==> config.mk <==
export PLATFORM = sky130hd
export DESIGN_NAME = branch_jump_decision
export DESIGN_NICKNAME = d
export VERILOG_FILES = /design/src/rtl/rv32_pkg.sv /design/src/rtl/branch_compare.sv /design/src/rtl/branch_jump_decision.sv
export SDC_FILE = /design/constraint.sdc
export NUM_CORES = 1
export LEC_CHECK = 0
export ABC_CLOCK_PERIOD_IN_PS = 5050
export CAP_MARGIN = 20
export CORE_UTILIZATION = 45
export DETAILED_ROUTE_END_ITERATION = 16
export DONT_BUFFER_PORTS = 1
export SLEW_MARGIN = 40
export SYNTH_ARGS = -nofsm -noshare
export SYNTH_HDL_FRONTEND = slang
export SYNTH_SLANG_ARGS = --single-unit
export TNS_END_PERCENT = 30
==> constraint.sdc <==
create_clock -name vclk -period 5.05
set_input_delay 1.01 -clock vclk [all_inputs]
set_output_delay 1.01 -clock vclk [all_outputs]
set_load 0.05 [all_outputs]
==> src/rtl/rv32_pkg.sv <==
// Shared RV32I constants for the execute-stage control-transfer resolver.
package rv32_pkg;

    localparam int XLEN = 32;

    localparam logic [6:0] OPC_BRANCH = 7'b1100011;
    localparam logic [6:0] OPC_JAL    = 7'b1101111;
    localparam logic [6:0] OPC_JALR   = 7'b1100111;

    localparam logic [2:0] F3_BEQ  = 3'b000;
    localparam logic [2:0] F3_BNE  = 3'b001;
    localparam logic [2:0] F3_BLT  = 3'b100;
    localparam logic [2:0] F3_BGE  = 3'b101;
    localparam logic [2:0] F3_BLTU = 3'b110;
    localparam logic [2:0] F3_BGEU = 3'b111;
    localparam logic [2:0] F3_JALR = 3'b000;

    // Kind of redirect selected for the instruction in execute.
    typedef enum logic [1:0] {
        XFER_NONE  = 2'd0,  // no control transfer
        XFER_PCREL = 2'd1,  // taken branch or JAL: pc + imm
        XFER_REG   = 2'd2   // JALR: (rs1 + imm) with bit 0 cleared
    } xfer_e;

    // Opcodes that count as control-transfer instructions.
    function automatic logic is_ctrl_opc(input logic [6:0] opc);
        return (opc == OPC_BRANCH) || (opc == OPC_JAL) || (opc == OPC_JALR);
    endfunction

endpackage

==> src/rtl/branch_compare.sv <==
// Conditional-branch comparator: one shared eq / signed-lt / unsigned-lt
// set, selected by funct3. Reserved funct3 encodings never report true.
module branch_compare
    import rv32_pkg::*;
#(
    parameter int W = XLEN
) (
    input  logic [W-1:0] rs1_i,
    input  logic [W-1:0] rs2_i,
    input  logic [2:0]   func3_i,
    output logic         cond_o
);

    logic eq;
    logic lt;
    logic ltu;

    assign eq  = (rs1_i == rs2_i);
    assign lt  = ($signed(rs1_i) < $signed(rs2_i));
    assign ltu = (rs1_i < rs2_i);

    // Pick the relation named by funct3; GE forms are negated LT forms.
    always_comb begin
        cond_o = 1'b0;
        unique case (func3_i)
            F3_BEQ:  cond_o = eq;
            F3_BNE:  cond_o = ~eq;
            F3_BLT:  cond_o = lt;
            F3_BGE:  cond_o = ~lt;
            F3_BLTU: cond_o = ltu;
            F3_BGEU: cond_o = ~ltu;
            default: cond_o = 1'b0;
        endcase
    end

endmodule

==> src/rtl/branch_jump_decision.sv <==
// Execute-stage branch/jump resolver. Decision and redirect target are
// purely combinational. Optional statistics counters are enabled with the
// macro BRANCH_JUMP_DECISION_STATS_EN; without it clk/rst are unused.
module branch_jump_decision
    import rv32_pkg::*;
#(
    parameter int XLEN = rv32_pkg::XLEN
) (
    input  logic            clk,
    input  logic            rst,
    input  logic [XLEN-1:0] is_rs1_data,
    input  logic [XLEN-1:0] is_rs2_data,
    input  logic [6:0]      is_opcode,
    input  logic [XLEN-1:0] is_pc,
    input  logic [2:0]      is_func3,
    input  logic [XLEN-1:0] i_imm,
`ifdef BRANCH_JUMP_DECISION_STATS_EN
    output logic [31:0]     o_taken_cnt,
    output logic [31:0]     o_branch_cnt,
`endif
    output logic            branch_flush,
    output logic [XLEN-1:0] branch_pc
);

    logic            cond_true;
    xfer_e           xfer;
    logic [XLEN-1:0] pcrel_tgt;
    logic [XLEN-1:0] reg_tgt;

    branch_compare #(.W(XLEN)) u_cmp (
        .rs1_i   (is_rs1_data),
        .rs2_i   (is_rs2_data),
        .func3_i (is_func3),
        .cond_o  (cond_true)
    );

    // Both adders wrap modulo 2^XLEN; JALR clears bit 0 only.
    assign pcrel_tgt = is_pc + i_imm;
    assign reg_tgt   = (is_rs1_data + i_imm) & ~{{(XLEN-1){1'b0}}, 1'b1};

    // Classify the instruction into the redirect kind it requests.
    always_comb begin
        xfer = XFER_NONE;
        unique case (is_opcode)
            OPC_BRANCH: xfer = cond_true ? XFER_PCREL : XFER_NONE;
            OPC_JAL:    xfer = XFER_PCREL;
            OPC_JALR:   xfer = (is_func3 == F3_JALR) ? XFER_REG : XFER_NONE;
            default:    xfer = XFER_NONE;
        endcase
    end

    // Target is forced to zero when not taken so no stale address leaks.
    always_comb begin
        branch_flush = (xfer != XFER_NONE);
        branch_pc    = '0;
        unique case (xfer)
            XFER_PCREL: branch_pc = pcrel_tgt;
            XFER_REG:   branch_pc = reg_tgt;
            default:    branch_pc = '0;
        endcase
    end

`ifdef BRANCH_JUMP_DECISION_STATS_EN
    logic [31:0] taken_cnt_q, taken_cnt_d;
    logic [31:0] branch_cnt_q, branch_cnt_d;

    // Next counts: bump on taken transfers / any control-transfer opcode.
    always_comb begin
        taken_cnt_d  = taken_cnt_q  + {31'd0, branch_flush};
        branch_cnt_d = branch_cnt_q + {31'd0, is_ctrl_opc(is_opcode)};
    end

    // Counter registers; reset wins over increment, natural 32-bit wrap.
    always_ff @(posedge clk) begin
        if (rst) begin
            taken_cnt_q  <= '0;
            branch_cnt_q <= '0;
        end else begin
            taken_cnt_q  <= taken_cnt_d;
            branch_cnt_q <= branch_cnt_d;
        end
    end

    assign o_taken_cnt  = taken_cnt_q;
    assign o_branch_cnt = branch_cnt_q;
`else
    logic unused_clk_rst;
    assign unused_clk_rst = clk ^ rst;
`endif

endmodule

==> reports/summary.txt, run 1 <==
status: complete, but fails checks
failing checks: negative setup slack
VDD IR max: 54.36 uV
Req. time, crit path: 4.04 ns
# setup viols final: 2
HP Class: in2out
Hold WS: 2.442 ns
Critical Path Fanout Max: 6
Die Span X: 100.0 um
relative slew slack: 69.03%
PD cells: 94.85 nW/um2
worst setup margin: -0.05005 ns
pre-CTS WS: -0.1852 ns
drt first-iter violations: 203
vias in the first global route: 4404
HPWL after detailed placement: 11400 um
Worst setup EP type: output port
met1 WL: 5916 um
Avg Inst Size Synth: 7.217 um2
unrepaired setup endpoints after global routing: yes
Setup Crit Path Kind: in2out
uppermost routed layer: met4
Routed Antenna Nets: 0
aggregate global-route resource usage: 24.83%
post-synth top area share: 27.79%
Final Instance Area: 5518 um2
Top Ports: 173
largest cells by area after synthesis: ha_1 28%, a21o_1 8.2%, a21oi_1 7.5%
Initial Util: 46.56%
Area growth syn-to-layout: 27.64%
routed wl met3: 873 um
Final Wtd Congestion: 0.8964
min Tclk post-route: 5.100 ns
Reg area: 0 um2
Die Height: 100.0 um
met2 wire length: 6283 um
DRT Pass-1 Iters: 4
FMAX: 196.1 MHz
final WL: 13200 um
pin count of the biggest net entering global routing: 18
Lkg Pwr: 2.632 nW
crit share post-route: 101.0%
Row Count: 35
Slew Limit Fails: 0
critical path startpoint category: input pin
WL/cell: 16.84 um
# clk buffers: 0
Post-DP Area: 5244 um2
Die ar.: 10000 um2
layout cells sized above 1: 16.95%
initial antenna violation count: 0
Synth Instances: 599
DRC: 0
Distinct cells, synth: 61
core area: 9284 um2
leading area contributor after synthesis: ha_1
Vias/cell: 5.884
FF+latch count: 0
global-route wire length before repair: 20410 um
Final Hold Fails: 0
Synth Net Count: 837
DR vias: 4613
port bufs: 0
Synth Cell Area: 4323 um2
register area share after synthesis: 0%
diode count: 0
critical path arrival: 4.09 ns
MaxCap Viol Count: 0
Slew @ Worst Pin: 0.4529 ns
synth warn: 0
fin nets: 895
total congestion overflow: 0
-- final cells by class --
cell class / count / area, um2
Inverter: 52 / 200.2
Fill cell: 867 / 3766
Multi-Input combinational cell: 539 / 4385
Tap cell: 129 / 161.4
Timing Repair Buffer: 64 / 770.7
-- synth_stat cells, drive strengths merged (3+ instances only) --
cell type  number
a31o            3
a211o           3
a2111oi         3
xor2           23
clkbuf          7
nor3            8
o31ai           3
nor2b          17
or2             3
and2            3
o22ai          11
and3            8
nand2b          6
a21o           47
a211oi          5
a22oi          14
a21oi          65
nand3          19
o21a            4
ha             96
nand4          12
a21boi          4
o21ai          27
nor2           36
a31oi           8
nor3b           6
o21bai         11
o211ai          3
xnor2          32
nand2          24
mux2i           4
inv            52
-- power by group --
group	internal (W)	total [W]	switching, W
logic	0.000232	0.000523	0.000292
clock network	0	0	0
registers	0	0	0
total	0.000232	0.000523	0.000292
-- per-stage QoR --
stage | setup TNS (ns) | instances | total power (W) | util, %
after detailed placement | -1.152 | 775 | 0.0005060 | 56.48
after floorplan | -1.406 | 599 | 0.0004083 | -
after global placement | -0.3504 | 775 | 0.0004949 | 56.48
final | -0.07799 | 784 | 0.0005233 | 59.43
after CTS | 0 | 775 | 0.0005117 | 56.71
after global routing | -0.9653 | 784 | 0.0005833 | 59.43
-- repair_timing --
| item | in CTS | in global routing |
|---|---|---|
| resized for setup | 5 | 45 |
| setup endpoints to repair | 13 | 22 |
| gates cloned | 0 | 1 |
| pin swaps | 1 | 21 |
| hold buffers | 0 | 0 |
| setup buffers | 0 | 8 |
-- cell families (layout without fill, tap and decap cells) --
logic type	Yosys count	after routing	share of synthesized area, %
AO/OA/AOI/OAI	230	230	35.80
XOR/XNOR	55	55	11.14
adder cells (fa/ha/maj)	98	98	28.71
buffers and inverters	60	116	5.210
multiplexers	4	4	0.9262
AND/OR/NAND/NOR	152	152	18.21
-- worst max-delay path: stages --
cell and delay, ns:
inv_1 0.02, ha_1 0.28, a21o_1 0.18, a21o_1 0.18, a21oi_2 0.19, o21ai_2 0.08
a21oi_1 0.12, buf_4 0.14, a21oi_2 0.05, o41ai_2 0.39, o211ai_1 0.18, ha_2 0.44
nand2_4 0.13, buf_12 0.17, nor3b_1 0.19, a21oi_1 0.07, nand2_1 0.12, buf_12 0.15
-- layer usage --
| layer | GRT usage [%] | vias to the layer above |
|---|---|---|
| li1 | - | 2368 |
| met1 | 32.86 | 2096 |
| met2 | 45.09 | 141 |
| met3 | 2.437 | 8 |
| met4 | 2.230 | 0 |
| met5 | 0 | - |
-- path summary, 6_finish.rpt --
| path | from | end | slack, ns | depth (start not counted) |
|---|---|---|---|---|
| hold / removal | i_imm[0] | branch_pc[0] | 2.44 | 3 |
| setup / recovery | is_rs2_data[17] | branch_pc[16] | -0.05 | 18 |
-- layout by cell type (no fill, tap or decap), types with 3 or more instances in the layout --
cell	instances
a211o_1	3
buf_6	14
nand2_1	22
mux2i_1	4
inv_1	51
nand2b_1	6
nand4_1	12
a21oi_1	61
nor3b_1	5
o21bai_1	11
xor2_1	23
buf_4	31
nand3_1	19
ha_1	93
o22ai_4	11
o21ai_2	4
o21a_1	4
o31ai_1	3
a211oi_1	4
o21ai_1	10
a21oi_2	4
and3_1	7
xnor2_1	32
nor2b_2	5
nor3_1	7
a31oi_1	8
nor2b_1	11
o21ai_0	13
o211ai_1	3
a21o_1	47
a22oi_1	14
buf_12	15
nor2_1	36
No activity file was read; power rests on OpenSTA's default activity.
==> inputs of run 2 (changes only) <==
- CELL_PAD_IN_SITES_DETAIL_PLACEMENT: not set -> 1
- CELL_PAD_IN_SITES_GLOBAL_PLACEMENT: not set -> 1
- CORE_UTILIZATION: 45 -> 43
- PLACE_DENSITY_LB_ADDON: not set -> 0.1
==> run 2 against run 1 <==
  * The flow still finishes with violations (negative setup slack)
  * Design area increased by 0.86%
  * Routed wire length increased by 19%
  * Core utilization decreased by 2.5 points
  * Maximum frequency about the same
  * Count of clock-buffer cells in the layout unchanged
  * Cell count increased by 0.64%
  * Non-clock buffer count increased by 1
  * Power increased by 4.7%
  * Die area increased by 4.6%
  * Sequential share of layout area unchanged
  * First-iteration DRC count decreased by 37%
==> reports/summary.txt, run 2 (same netlist as run 1, synthesis figures left out) <==
cell-internal power: 0.0002335 W (+0.82%)
critical path arrival: 4.09 ns (about the same)
failing checks: negative setup slack
Setup Crit Path Kind: in2out
Top Ports: 173 (unchanged)
Slew @ Worst Pin: 0.4869 ns (+0.03398 ns)
Sw Share: 57.37% (+1.6 points)
global-route wire length before repair: 22910 um (+12%)
Slew Limit Fails: 0 (unchanged)
WL/cell: 19.87 um (+18%)
Final Hold Fails: 0 (unchanged)
Req. time, crit path: 4.04 ns (about the same)
pin count of the biggest net entering global routing: 17 (-1)
Die Span X: 102.3 um (+2.3%)
fin nets: 896 (+0.11%)
cts hold-fix bufs: 0 (unchanged)
Area growth syn-to-layout: 28.74%
routed wl met3: 799 um (-8.5%)
# clk buffers: 0 (unchanged)
critical path startpoint category: input pin
uppermost routed layer: met4
Worst setup EP type: output port
Die ar.: 10460 um2 (+4.6%)
crit share post-route: 101.0% (about the same)
Vias/cell: 6.134 (+4.3%)
drt first-iter violations: 128 (-37%)
CP Cell Sequence: inv_1 -> ha_1 -> a21o_1 -> a21o_1 -> a21oi_1 -> o21ai_0 -> a21oi_2 -> a21oi_2 -> o41ai_2 -> o211ai_1 -> ha_2 -> buf_6 -> nand2_8 -> buf_12 -> nor3b_2 -> mux2i_1 -> nand2_1 -> buf_12
MaxCap Viol Count: 0 (unchanged)
Critical Path Fanout Max: 7 (+1)
FMAX: 196.0 MHz (about the same)
Slowest-stage cell, CP: ha_2
diode count: 0 (unchanged)
PD cells: 98.41 nW/um2 (+3.8%)
most common cell after layout, fill and taps aside: ha_1
Worst Path Buf+Inv: 4 (unchanged)
Die Height: 102.3 um (+2.3%)
met2 wire length: 7916 um (+26%)
Reg power frac: 0% (unchanged)
# setup viols final: 3 (+1)
relative slew slack: 67.31% (-1.7 points)
initial antenna violation count: 0 (unchanged)
Initial Util: 44.23% (-2.3 points)
Pwr Total: 0.0005477 W (+4.7%)
crit-path max cell delay: 0.43 ns (about the same)
core area: 9774 um2 (+5.3%)
status: complete, but fails checks
Routed Antenna Nets: 0 (unchanged)
met1 WL: 6703 um (+13%)
VDD IR max: 43.01 uV (-21%)
commonest non-fill, non-tap cells in the layout: 92 x ha_1, 58 x a21oi_1, 51 x inv_1
DRT Pass-1 Iters: 4 (unchanged)
layout cells sized above 1: 17.99% (+1.0 points)
net switching power: 0.0003142 W (+7.7%)
HP Class: in2out
worst setup margin: -0.05167 ns (-0.001620 ns)
part of the power in combinational logic: 100.0% (about the same)
HPWL after detailed placement: 13110 um (+15%)
# placed instances: 778 (+0.39%)
Row Count: 36 (+2.9%)
FF+latch count: 0 (unchanged)
unrepaired setup endpoints after global routing: yes
total congestion overflow: 0 (unchanged)
Lkg Pwr: 2.617 nW (-0.58%)
port bufs: 0 (unchanged)
final WL: 15680 um (+19%)
Final Wtd Congestion: 0.8744 (-2.5%)
Clock power frac: 0% (unchanged)
Reg area: 0 um2 (unchanged)
vias in the first global route: 4831 (+9.7%)
DRC: 0 (unchanged)
fillers: 1227 (+42%)
family with the most delay on the worst path: compound AO/OA/AOI/OAI gates
DR vias: 4840 (+4.9%)
aggregate global-route resource usage: 27.27% (+2.4 points)
Finished Layout Cells: 789 (+0.64%)
min Tclk post-route: 5.102 ns (+0.001620 ns)
==> run 2: cell types whose count changed in the layout (fill, tap and decap cells not counted), moves of 3 or more <==
cell,delta
a21oi_1,-3
a21oi_2,+3
nor3b_2,+3
buf_4,+5
==> run 2: worst paths after layout <==
path | startpoint | to | slack (ns) | cells after the start
setup / recovery | is_rs2_data[25] | branch_pc[16] | -0.05 | 18
hold / removal | i_imm[0] | branch_pc[0] | 2.44 | 3
==> run 2: final cells by class <==
cell class	instances	area [um2]	area share [%]
Tap cell	133	166.4	2.990
Inverter	52	200.2	3.597
Multi-Input combinational cell	539	4436	79.70
Timing Repair Buffer	65	763.2	13.71
==> run 2: stage by stage <==
stage | setup WS, ns | util (%) | hold WS [ns] | TNS (ns) | instance area (um2)
finish | -0.05167 | 56.94 | 2.439 | -0.09140 | 5565
global placement | -0.1548 | 53.49 | 2.440 | -1.240 | 5229
detailed placement | -0.2777 | 53.49 | 2.445 | -2.385 | 5229
global route | -0.2281 | 56.94 | 2.468 | -3.307 | 5565
CTS | 0.001925 | 54.94 | 2.445 | 0 | 5370
floorplan | -0.2176 | - | 2.464 | -1.406 | 4521
==> run 2: tightest hold or removal path: stages <==
cell and delay, ns:
ha_1 0.09, and3_1 0.18, buf_12 0.14
==> run 2: timing repair <==
item / CTS / global route
pin swaps: 13 / 9
buffers inserted: 4 / 6
endpoints found under the setup margin: 24 / 32
cloned: 0 / 1
gates resized for setup: 23 / 25
==> run 2: layer usage <==
layer	vias up	global-route usage [%]
met2	161	50.90
met3	28	2.531
li1	2365	-
met4	0	3.626
met1	2286	34.45
met5	-	0
==> run 2: power by group through the flow <==
stage | combinational [W] | sequential (W) | clock [W]
final | 0.000548 | 0 | 0
after detailed placement | 0.000518 | 0 | 0
after floorplan | 0.000408 | 0 | 0
after CTS | 0.000534 | 0 | 0
after global placement | 0.000499 | 0 | 0
after global routing | 0.000603 | 0 | 0
